==> src/rtl/cmos_capture_ctrl.sv <==
// rtl/cmos_capture_ctrl.sv - CMOS sensor capture front end with frame gating and geometry measurement
//
// Registers and delays the sensor vsync/href/data bus by DLY pixel_clk cycles,
// reduces RAW_WIDTH samples to DATA_WIDTH (truncate or round-half-up with
// saturation), passes only whole frames after SKIP_FRAMES start-up frames and
// measures lines per frame / pixels per line of each captured frame.
//
// Optional build macro: CMOS_CAPTURE_TESTPAT_EN adds a testpat input that,
// when sampled high at frame_start, replaces data_out with a horizontal ramp.
//
// Ports:
//   pixel_clk    - sensor pixel clock, sole clock
//   rst_n        - asynchronous active-low reset
//   enable       - capture enable
//   vsync        - sensor frame sync, active level set by VSYNC_POL
//   href         - sensor line valid
//   data_in      - sensor pixel, RAW_WIDTH bits
//   testpat      - (CMOS_CAPTURE_TESTPAT_EN only) ramp select, sampled at frame_start
//   vsync_out    - delayed, gated, active-high vsync
//   href_out     - delayed, gated href
//   data_out     - reduced pixel, 0 when href_out is low
//   frame_start  - one-cycle pulse on the first captured vsync_out cycle
//   frame_done   - one-cycle pulse when a captured frame ends
//   lines_o      - line count of the last completed captured frame
//   ppl_o        - pixels in line 0 of the last completed captured frame
//   line_len_err - sticky per frame, some line length differed from line 0
module cmos_capture_ctrl #(
    parameter int RAW_WIDTH   = 10,
    parameter int DATA_WIDTH  = 8,
    parameter int DLY         = 2,
    parameter int VSYNC_POL   = 1,
    parameter int SKIP_FRAMES = 2,
    parameter int ROUND_MODE  = 0,
    parameter int CNT_WIDTH   = 12
) (
    input  logic                  pixel_clk,
    input  logic                  rst_n,
    input  logic                  enable,
    input  logic                  vsync,
    input  logic                  href,
    input  logic [RAW_WIDTH-1:0]  data_in,
`ifdef CMOS_CAPTURE_TESTPAT_EN
    input  logic                  testpat,
`endif
    output logic                  vsync_out,
    output logic                  href_out,
    output logic [DATA_WIDTH-1:0] data_out,
    output logic                  frame_start,
    output logic                  frame_done,
    output logic [CNT_WIDTH-1:0]  lines_o,
    output logic [CNT_WIDTH-1:0]  ppl_o,
    output logic                  line_len_err
);

    localparam int S   = RAW_WIDTH - DATA_WIDTH;
    localparam int SKW = (SKIP_FRAMES > 1) ? $clog2(SKIP_FRAMES) : 1;
    localparam logic [SKW-1:0] SKIP_LAST = SKW'((SKIP_FRAMES > 0) ? SKIP_FRAMES - 1 : 0);

    typedef enum logic [1:0] {IDLE, WAIT_VS, SKIP, CAPTURE} state_t;

    state_t         state_q, state_d;
    logic [SKW-1:0] skip_cnt_q, skip_cnt_d;

    // Index 1 is the stage-1 register, index DLY drives the outputs.
    logic [DLY:1]                vs_q, vs_d;
    logic [DLY:1]                href_q, href_d;
    logic [DLY:1][RAW_WIDTH-1:0] data_q, data_d;
    // Side-band bits are born at stage 1 (combinationally) and land in stage 2.
    logic [DLY:2]                gate_q, gate_d;
    logic [DLY:2]                fs_q, fs_d;
    logic [DLY:2]                fd_q, fd_d;

    logic [CNT_WIDTH-1:0] pix_cnt_q, pix_cnt_d;
    logic [CNT_WIDTH-1:0] line_cnt_q, line_cnt_d;
    logic [CNT_WIDTH-1:0] ref_len_q, ref_len_d;
    logic [CNT_WIDTH-1:0] lines_q, lines_d;
    logic [CNT_WIDTH-1:0] ppl_q, ppl_d;
    logic                 err_q, err_d;

    logic vs_rise, href_fall;
    logic gate_now, fs_now, fd_now;
    logic [DATA_WIDTH-1:0] red, pix_val;

    function automatic logic [CNT_WIDTH-1:0] sat_inc(input logic [CNT_WIDTH-1:0] v);
        return (&v) ? v : v + CNT_WIDTH'(1);
    endfunction

    assign vs_rise   = vs_q[1] & ~vs_q[2];
    assign href_fall = ~href_q[1] & href_q[2];

    // FSM: state register
    always_ff @(posedge pixel_clk or negedge rst_n) begin
        if (!rst_n) begin
            state_q    <= IDLE;
            skip_cnt_q <= '0;
        end else begin
            state_q    <= state_d;
            skip_cnt_q <= skip_cnt_d;
        end
    end

    // FSM: next state
    always_comb begin
        state_d    = state_q;
        skip_cnt_d = skip_cnt_q;
        case (state_q)
            IDLE: begin
                if (enable && !vs_q[1]) state_d = WAIT_VS;
            end
            WAIT_VS: begin
                if (!enable) begin
                    state_d = IDLE;
                end else if (vs_rise) begin
                    if (SKIP_FRAMES > 0) begin
                        state_d    = SKIP;
                        skip_cnt_d = '0;
                    end else begin
                        state_d = CAPTURE;
                    end
                end
            end
            SKIP: begin
                if (!enable) begin
                    state_d = IDLE;
                end else if (vs_rise) begin
                    if (skip_cnt_q == SKIP_LAST) state_d = CAPTURE;
                    else skip_cnt_d = skip_cnt_q + SKW'(1);
                end
            end
            default: begin
                // A running frame always completes; enable is only looked at on its closing edge.
                if (vs_rise && !enable) state_d = IDLE;
            end
        endcase
    end

    // FSM: outputs, attached to the stage-1 sample
    always_comb begin
        gate_now = (state_d == CAPTURE);
        fs_now   = vs_rise && (state_d == CAPTURE);
        fd_now   = vs_rise && (state_q == CAPTURE);
    end

    // Pipeline and side-band shift
    always_comb begin
        vs_d   = {vs_q[DLY-1:1], (VSYNC_POL != 0) ? vsync : ~vsync};
        href_d = {href_q[DLY-1:1], href};
        data_d = {data_q[DLY-1:1], data_in};
        gate_d = gate_q;
        fs_d   = fs_q;
        fd_d   = fd_q;
        gate_d[2] = gate_now;
        fs_d[2]   = fs_now;
        fd_d[2]   = fd_now;
        for (int k = 3; k <= DLY; k++) begin
            gate_d[k] = gate_q[k-1];
            fs_d[k]   = fs_q[k-1];
            fd_d[k]   = fd_q[k-1];
        end
    end

    // Frame geometry counters
    always_comb begin
        pix_cnt_d  = pix_cnt_q;
        line_cnt_d = line_cnt_q;
        ref_len_d  = ref_len_q;
        err_d      = err_q;
        lines_d    = lines_q;
        ppl_d      = ppl_q;
        if (state_q == CAPTURE) begin
            if (href_q[1]) pix_cnt_d = sat_inc(pix_cnt_q);
            if (href_fall) begin
                line_cnt_d = sat_inc(line_cnt_q);
                if (line_cnt_q == '0) ref_len_d = pix_cnt_q;
                else if (pix_cnt_q != ref_len_q) err_d = 1'b1;
                pix_cnt_d = '0;
            end
            if (vs_rise) begin
                // A line ending on the same cycle as the frame is still counted.
                lines_d    = href_fall ? sat_inc(line_cnt_q) : line_cnt_q;
                ppl_d      = (href_fall && line_cnt_q == '0) ? pix_cnt_q : ref_len_q;
                pix_cnt_d  = '0;
                line_cnt_d = '0;
                ref_len_d  = '0;
                err_d      = 1'b0;
            end
        end else begin
            pix_cnt_d  = '0;
            line_cnt_d = '0;
            ref_len_d  = '0;
            err_d      = 1'b0;
        end
    end

    always_ff @(posedge pixel_clk or negedge rst_n) begin
        if (!rst_n) begin
            vs_q       <= '0;
            href_q     <= '0;
            data_q     <= '0;
            gate_q     <= '0;
            fs_q       <= '0;
            fd_q       <= '0;
            pix_cnt_q  <= '0;
            line_cnt_q <= '0;
            ref_len_q  <= '0;
            err_q      <= 1'b0;
            lines_q    <= '0;
            ppl_q      <= '0;
        end else begin
            vs_q       <= vs_d;
            href_q     <= href_d;
            data_q     <= data_d;
            gate_q     <= gate_d;
            fs_q       <= fs_d;
            fd_q       <= fd_d;
            pix_cnt_q  <= pix_cnt_d;
            line_cnt_q <= line_cnt_d;
            ref_len_q  <= ref_len_d;
            err_q      <= err_d;
            lines_q    <= lines_d;
            ppl_q      <= ppl_d;
        end
    end

    // Width reduction on the final stage
    generate
        if (S > 0 && ROUND_MODE == 0) begin : g_trunc
            assign red = DATA_WIDTH'(data_q[DLY] >> S);
        end else if (S > 0) begin : g_round
            localparam logic [RAW_WIDTH:0] HALF = (RAW_WIDTH + 1)'(1) << (S - 1);
            logic [RAW_WIDTH:0] sum;
            assign sum = {1'b0, data_q[DLY]} + HALF;
            // The carry out of the raw width is the only way the result can exceed DATA_WIDTH.
            assign red = sum[RAW_WIDTH] ? '1 : DATA_WIDTH'(sum >> S);
        end else begin : g_widen
            assign red = DATA_WIDTH'(data_q[DLY]) << (DATA_WIDTH - RAW_WIDTH);
        end
    endgenerate

`ifdef CMOS_CAPTURE_TESTPAT_EN
    logic                         tp_q, tp_d, tp_now;
    logic [DLY:2]                 tpv_q, tpv_d;
    logic [DLY:2][DATA_WIDTH-1:0] ramp_q, ramp_d;

    always_comb begin
        tp_now    = fs_now ? testpat : tp_q;
        tp_d      = tp_now;
        tpv_d     = tpv_q;
        ramp_d    = ramp_q;
        tpv_d[2]  = tp_now;
        // pix_cnt before its increment is the index of the current pixel in the line.
        ramp_d[2] = DATA_WIDTH'(pix_cnt_q);
        for (int k = 3; k <= DLY; k++) begin
            tpv_d[k]  = tpv_q[k-1];
            ramp_d[k] = ramp_q[k-1];
        end
    end

    always_ff @(posedge pixel_clk or negedge rst_n) begin
        if (!rst_n) begin
            tp_q   <= 1'b0;
            tpv_q  <= '0;
            ramp_q <= '0;
        end else begin
            tp_q   <= tp_d;
            tpv_q  <= tpv_d;
            ramp_q <= ramp_d;
        end
    end

    assign pix_val = tpv_q[DLY] ? ramp_q[DLY] : red;
`else
    assign pix_val = red;
`endif

    assign vsync_out    = vs_q[DLY] & gate_q[DLY];
    assign href_out     = href_q[DLY] & gate_q[DLY];
    assign data_out     = href_out ? pix_val : '0;
    assign frame_start  = fs_q[DLY];
    assign frame_done   = fd_q[DLY];
    assign lines_o      = lines_q;
    assign ppl_o        = ppl_q;
    assign line_len_err = err_q;

endmodule

==> config.mk <==
export PLATFORM = sky130hd
export DESIGN_NAME = cmos_capture_ctrl
export DESIGN_NICKNAME = d
export VERILOG_FILES = /design/src/rtl/cmos_capture_ctrl.sv
export SDC_FILE = /design/constraint.sdc
export NUM_CORES = 1
export LEC_CHECK = 0
export BUFFER_PORTS_ARGS = -buffer_cell sky130_fd_sc_hd__buf_2
export CAP_MARGIN = 20
export CORE_AREA = 2 2 116 118
export DETAILED_ROUTE_END_ITERATION = 8
export DIE_AREA = 0 0 118 120
export GPL_TIMING_DRIVEN = 0
export HOLD_SLACK_MARGIN = 0.08
export PLACE_DENSITY = 0.56
export SLEW_MARGIN = 10
export SYNTH_ARGS = -nofsm -noshare
export SYNTH_HDL_FRONTEND = slang
export SYNTH_SLANG_ARGS = --single-unit
==> constraint.sdc <==
create_clock -name pixel_clk -period 2.45 [get_ports pixel_clk]
set_input_delay 0.1225 -clock pixel_clk [delete_from_list [all_inputs] [get_ports pixel_clk]]
set_output_delay 0.1225 -clock pixel_clk [all_outputs]
set_load 0.05 [all_outputs]
==> results.json, run 1 <==
{
  "dpl.cell_count": 584,
  "clock_latency_ps": 340,
  "final_cells": 610,
  "drt_iter0_drc": 136,
  "cts_tree": "built",
  "place_ws_ps": 294.5,
  "rsz0062_at_grt": "no",
  "htreeDepth": 3,
  "synth-async-reset-ratio_pct": 100.0,
  "clockBufferDepth": 2,
  "grt_pass1_vias": 2908,
  "grt_pass1_wl_um": 14280,
  "slowest_delay_ps": 380,
  "fin_tns_setup_ps": 0,
  "yosys.cell_types.count": 49,
  "drc": 0,
  "drv_slew": 0,
  "diodes": 0,
  "coreArea_um2": 12980,
  "clkSinkCount": 87,
  "worstPathArrival_ps": 2340,
  "cp.required_ps": 2640,
  "relSlewSlack_pct": 48.10,
  "root_buffer": "clkbuf_16",
  "cts_buffers": 9,
  "mostFrequentLayoutCell": "dfrtp_1",
  "cellPowerDensity_nw_per_um2": 729.0,
  "met1_length_um": 4004,
  "layout.nets": 448,
  "synth_edf_count": 0,
  "setup_viol": 0,
  "dieArea_um2": 14160,
  "fin_skew_ps": 9.180,
  "cp_max_fo": 10,
  "dr.pass1.iters": 4,
  "fp.dieH_um": 120,
  "cts_setup_buffers": 0,
  "highest_layer": "met4",
  "crit_type": "reg2reg",
  "io_pins": 52,
  "peakVddDrop_v": 0.0002731,
  "finalHoldViolations": 0,
  "num_vias": 2939,
  "hold_path_class": "in2reg",
  "fp.dieW_um": 118,
  "grt_antenna_before_repair": 0,
  "crit_slowest_cell": "clkbuf_1",
  "gp_congestion": 0.8527,
  "max-cap-violations": 0,
  "syn-num-nets": 376,
  "critPathTopFamily": "buffers and inverters",
  "routed_via_density": 4.818,
  "synthCells": 358,
  "fmax_mhz": 465.4,
  "min_period_ps": 2149,
  "netlist_area_um2": 3825,
  "clk_pin_slew_ps": 60,
  "area_delta_synth_final_pct": 22.57,
  "drive_gt1_share_pct": 17.97,
  "critPathCaptureType": "flip-flop",
  "avgSynthCellArea_um2": 10.68,
  "synth-main-ff-cell": "dfrtp_1",
  "final.fill_count": 1311,
  "ant_nets": 0,
  "routed_wl_um": 8369,
  "cp-start-kind": "flip-flop",
  "wl_met3_um": 290,
  "ys_ff_latch": 87,
  "status": "completed",
  "p_leak_uw": 0.002143,
  "timing.critical_path.buf_inv": 3,
  "worstMarginPinSlew_ps": 772.6,
  "num_rows": 42,
  "grt.total_usage_pct": 12.64,
  "multi_input_area_um2": 1500,
  "seq_area_frac_synth_pct": 56.92,
  "path_cells": "buf_4 -> nor2b_1 -> clkbuf_1 -> nand4_1 -> buf_2 -> mux2i_1 -> a21oi_1",
  "wl_per_cell_um": 13.72,
  "met2_length_um": 3959,
  "final_cell_mix": "dfrtp_1, buf_2, nor2_1, nand2_1, a21oi_1",
  "layout_setup_ws_ps": 301.2,
  "fin_crit_sh_pct": 87.71,
  "seqCellArea_um2": 2177,
  "start_util_pct": 29.47,
  "grt_max_degree": 59,
  "dp_hpwl_um": 5899,
  "yosysWarnings": 0,
  "port_buffers": 49,
  "overflow": 0
}
power breakdown:
| group | total [µW] | switching (µW) | internal (µW) |
|---|---|---|---|
| sequential | 1600 | 55.8 | 1550 |
| combinational | 601 | 454 | 147 |
| clock | 1210 | 531 | 682 |
cells by family after synthesis:
family,Yosys count,share of synthesized area [%]
flops,87,56.92
buf+inv,29,3.860
xor+xnor,16,3.664
compound gates,62,10.27
simple gates,141,19.07
mux,19,4.972
fa+ha+maj,4,1.243
final cells by class:
class	count	share of cell area, %
buffer	19	2.349
sequential	87	46.44
clock inverter	3	0.4537
tap	176	4.697
multi-input combinational	242	32.00
inverter	10	0.8006
clock buffer	12	5.044
timing repair buffer	61	8.220
sequential cells by signal, indices dropped and copies added (netlist names), 2 cells and up:
register    cells
state_q         2
data_q          8
data_d          8
ppl_o          12
pix_cnt_q      12
href_q          2
line_cnt_q     12
lines_o        12
ref_len_q      12
vs_q            2
final timing paths:
check / start / endpoint / slack (ps) / depth (start not counted)
setup reg to reg: href_q[1] / ppl_o[6] / 300 / 7
hold reg to reg: data_d[12] / data_q[12] / 350 / 0
min in group asynchronous: rst_n / frame_done / 260 / 2
setup / recovery: href_q[1] / ppl_o[6] / 300 / 7
max in group asynchronous: rst_n / data_d[15] / 1570 / 3
hold / removal: enable / skip_cnt_q / 160 / 4
metal layers:
metal / global-route usage [%] / vias up
li1: - / 1416
met1: 16.73 / 1464
met2: 20.17 / 49
met3: 2.994 / 10
met4: 4.819 / 0
met5: 0 / -
synthesized netlist by cell type (5+ instances only):
cell / n / area share (%)
nand2_1: 26 / 2.6
o21ai_0: 19 / 2.5
inv_1: 10 / 0.98
dfrtp_1: 87 / 57
mux2i_1: 19 / 5.0
or3_1: 5 / 0.82
a21oi_1: 22 / 2.9
nor2_1: 40 / 3.9
nand4_1: 8 / 1.3
xnor2_1: 14 / 3.2
and3_1: 10 / 1.6
nand3_1: 15 / 2.0
clkbuf_1: 11 / 1.1
nor3_1: 9 / 1.2
worst reg2reg max path, cell delays in order, from the launching register on:
cell and delay, ps:
dfrtp_1 370, buf_4 170, nor2b_1 110, clkbuf_1 380, nand4_1 290, buf_2 310
mux2i_1 260, a21oi_1 110
what timing repair did:
item,CTS,global route
hold buffers,11,0
resized for setup,0,0
hold endpoints to repair,39,0
metrics by stage:
step                total power (µW)  hold slack [ps]  utilization, %  area [µm²]
detailed placement              2228            86.22           33.29        4320
global route                    3578            232.6           36.12        4688
floorplan                       2055           -173.1               -        3825
finish                          3418            164.4           36.12        4688
global placement                2213            231.6           33.05        4290
CTS                             3466            155.2           36.12        4688
Note: power is estimated with default switching activity, not from simulation.
==> inputs of run 2 (changes only) <==
--- a/config.mk
+++ b/config.mk
@@ -5,14 +5,13 @@
 export SDC_FILE = /design/constraint.sdc
 export NUM_CORES = 1
 export LEC_CHECK = 0
-export BUFFER_PORTS_ARGS = -buffer_cell sky130_fd_sc_hd__buf_2
 export CAP_MARGIN = 20
 export CORE_AREA = 2 2 116 118
 export DETAILED_ROUTE_END_ITERATION = 8
 export DIE_AREA = 0 0 118 120
-export GPL_TIMING_DRIVEN = 0
+export DONT_BUFFER_PORTS = 1
 export HOLD_SLACK_MARGIN = 0.08
-export PLACE_DENSITY = 0.56
+export PLACE_DENSITY = 0.52
 export SLEW_MARGIN = 10
 export SYNTH_ARGS = -nofsm -noshare
 export SYNTH_HDL_FRONTEND = slang
==> results.json, run 2 (synthesized netlist as in run 1, its figures left out) <==
{
  "status": "completed",
  "num_vias": 2677,
  "port_buffers": 0,
  "hold_path_class": "in2reg",
  "cts_buffers": 9,
  "crit_type": "reg2reg",
  "grt.total_usage_pct": 11.85,
  "start_util_pct": 29.47,
  "drc": 0,
  "cp.required_ps": 2710,
  "hold_ws_ps": 167.9,
  "finalHoldViolations": 0,
  "io_pins": 52,
  "drt_iter0_drc": 86,
  "fp.dieW_um": 118,
  "coreArea_um2": 12980,
  "fin_tns_setup_ps": 0,
  "fin_skew_ps": 5.736,
  "num_rows": 42,
  "critPathCaptureType": "flip-flop",
  "routed_via_density": 4.876,
  "setup_viol": 0,
  "clk_pin_slew_ps": 60,
  "p_leak_uw": 0.001880,
  "min_period_ps": 1950,
  "fin_crit_sh_pct": 79.60,
  "layout.nets": 387,
  "cts_tree": "built",
  "htreeDepth": 3,
  "root_buffer": "clkbuf_16",
  "gp_congestion": 0.7951,
  "internal_power_uw": 2332,
  "pwr-share-seq_pct": 57.1,
  "wl_per_cell_um": 14.18,
  "dp_hpwl_um": 5243,
  "p_clk_share_pct": 37.2,
  "cp-start-kind": "flip-flop",
  "overflow": 0,
  "cellPowerDensity_nw_per_um2": 765.1,
  "relSlewSlack_pct": 50.67,
  "area_delta_synth_final_pct": 14.88,
  "worstPathArrival_ps": 2210,
  "dr.pass1.iters": 4,
  "peakVddDrop_v": 0.0002967,
  "fp.dieH_um": 120,
  "cp_max_fo": 6,
  "switching_share_pct": 30.62,
  "grt_max_degree": 88,
  "final_cell_mix": "dfrtp_1, nor2_1, nand2_1, a21oi_1",
  "dieArea_um2": 14160,
  "grt_antenna_before_repair": 0,
  "clockBufferDepth": 2,
  "drive_gt1_share_pct": 7.507,
  "rsz0062_at_grt": "no",
  "clkSinkCount": 87,
  "mostFrequentLayoutCell": "dfrtp_1",
  "clock_latency_ps": 340,
  "max-cap-violations": 0,
  "grt_pass1_vias": 2606,
  "comb_power_share_pct": 5.7,
  "diodes": 0,
  "routed_wl_um": 7783,
  "drv_slew": 0,
  "worstMarginPinSlew_ps": 721.3,
  "ant_nets": 0,
  "fmax_mhz": 512.8,
  "grt_pass1_wl_um": 13170,
  "switchingPower_uw": 1029
}
run 2: per-stage QoR:
stage                     instances  power (µW)  instance area (µm²)  util [%]  worst slack (ps)
final                           549        3362                 4394     33.85             499.8
after global routing            549        3524                 4394     33.85             252.7
after CTS                       549        3417                 4394     33.85             479.0
after detailed placement        521        2097                 3980     30.66             506.3
after global placement          521        2091                 3980     30.66             548.5
after floorplan                 358        2055                 3825         -             653.6
run 2: power by group through the flow:
stage / combinational (µW) / sequential (µW) / clock (µW)
after global routing: 229 / 1940 / 1360
after global placement: 143 / 1950 / 0
final: 192 / 1920 / 1250
after detailed placement: 146 / 1950 / 0
after floorplan: 134 / 1920 / 0
after CTS: 198 / 1920 / 1300
run 2: cell type report:
| class | instances | area [µm²] |
|---|---|---|
| fillers | 1334 | 8586 |
| flip-flops and latches | 87 | 2177 |
| multi-input cells | 242 | 1500 |
| clock buffers | 12 | 246.5 |
| well taps | 176 | 220.2 |
| repair buffers | 19 | 192.7 |
| inverters | 10 | 37.54 |
| clock inverters | 3 | 20.02 |
run 2: worst max-delay path: stages (launching register included):
cell and delay, ps:
dfrtp_1 470, ha_1 220, inv_1 110, or4_4 570
or3_1 350, a21oi_1 150
run 2: routing by layer:
| layer | vias up | share of wire [%] | GRT usage, % | routed length (µm) |
|---|---|---|---|---|
| met2 | 60 | 45 | 17.66 | 3466 |
| met4 | 0 | 2.3 | 6.024 | 178 |
| met3 | 12 | 4.2 | 3.612 | 328 |
| li1 | 1289 | - | - | - |
| met5 | - | 0 | 0 | 0 |
| met1 | 1316 | 49 | 15.59 | 3809 |
run 2: path summary, 6_finish.rpt:
path / endpoint / slack [ps] / cells after the start / from
max: pix_cnt_q[10] / 500 / 5 / pix_cnt_q[0]
min: state_q[0] / 170 / 4 / enable
max reg2reg: pix_cnt_q[10] / 500 / 5 / pix_cnt_q[0]
min reg2reg: data_q[12] / 350 / 0 / data_d[12]
max in group asynchronous: data_q[16] / 1720 / 2 / rst_n
min in group asynchronous: ref_len_q[7] / 330 / 2 / rst_n
run 2: repair_timing:
action                                 CTS  global route
setup buffers                            0             0
gates resized for setup                  0             0
endpoints found under the hold margin  100             0
hold buffers                            13             0
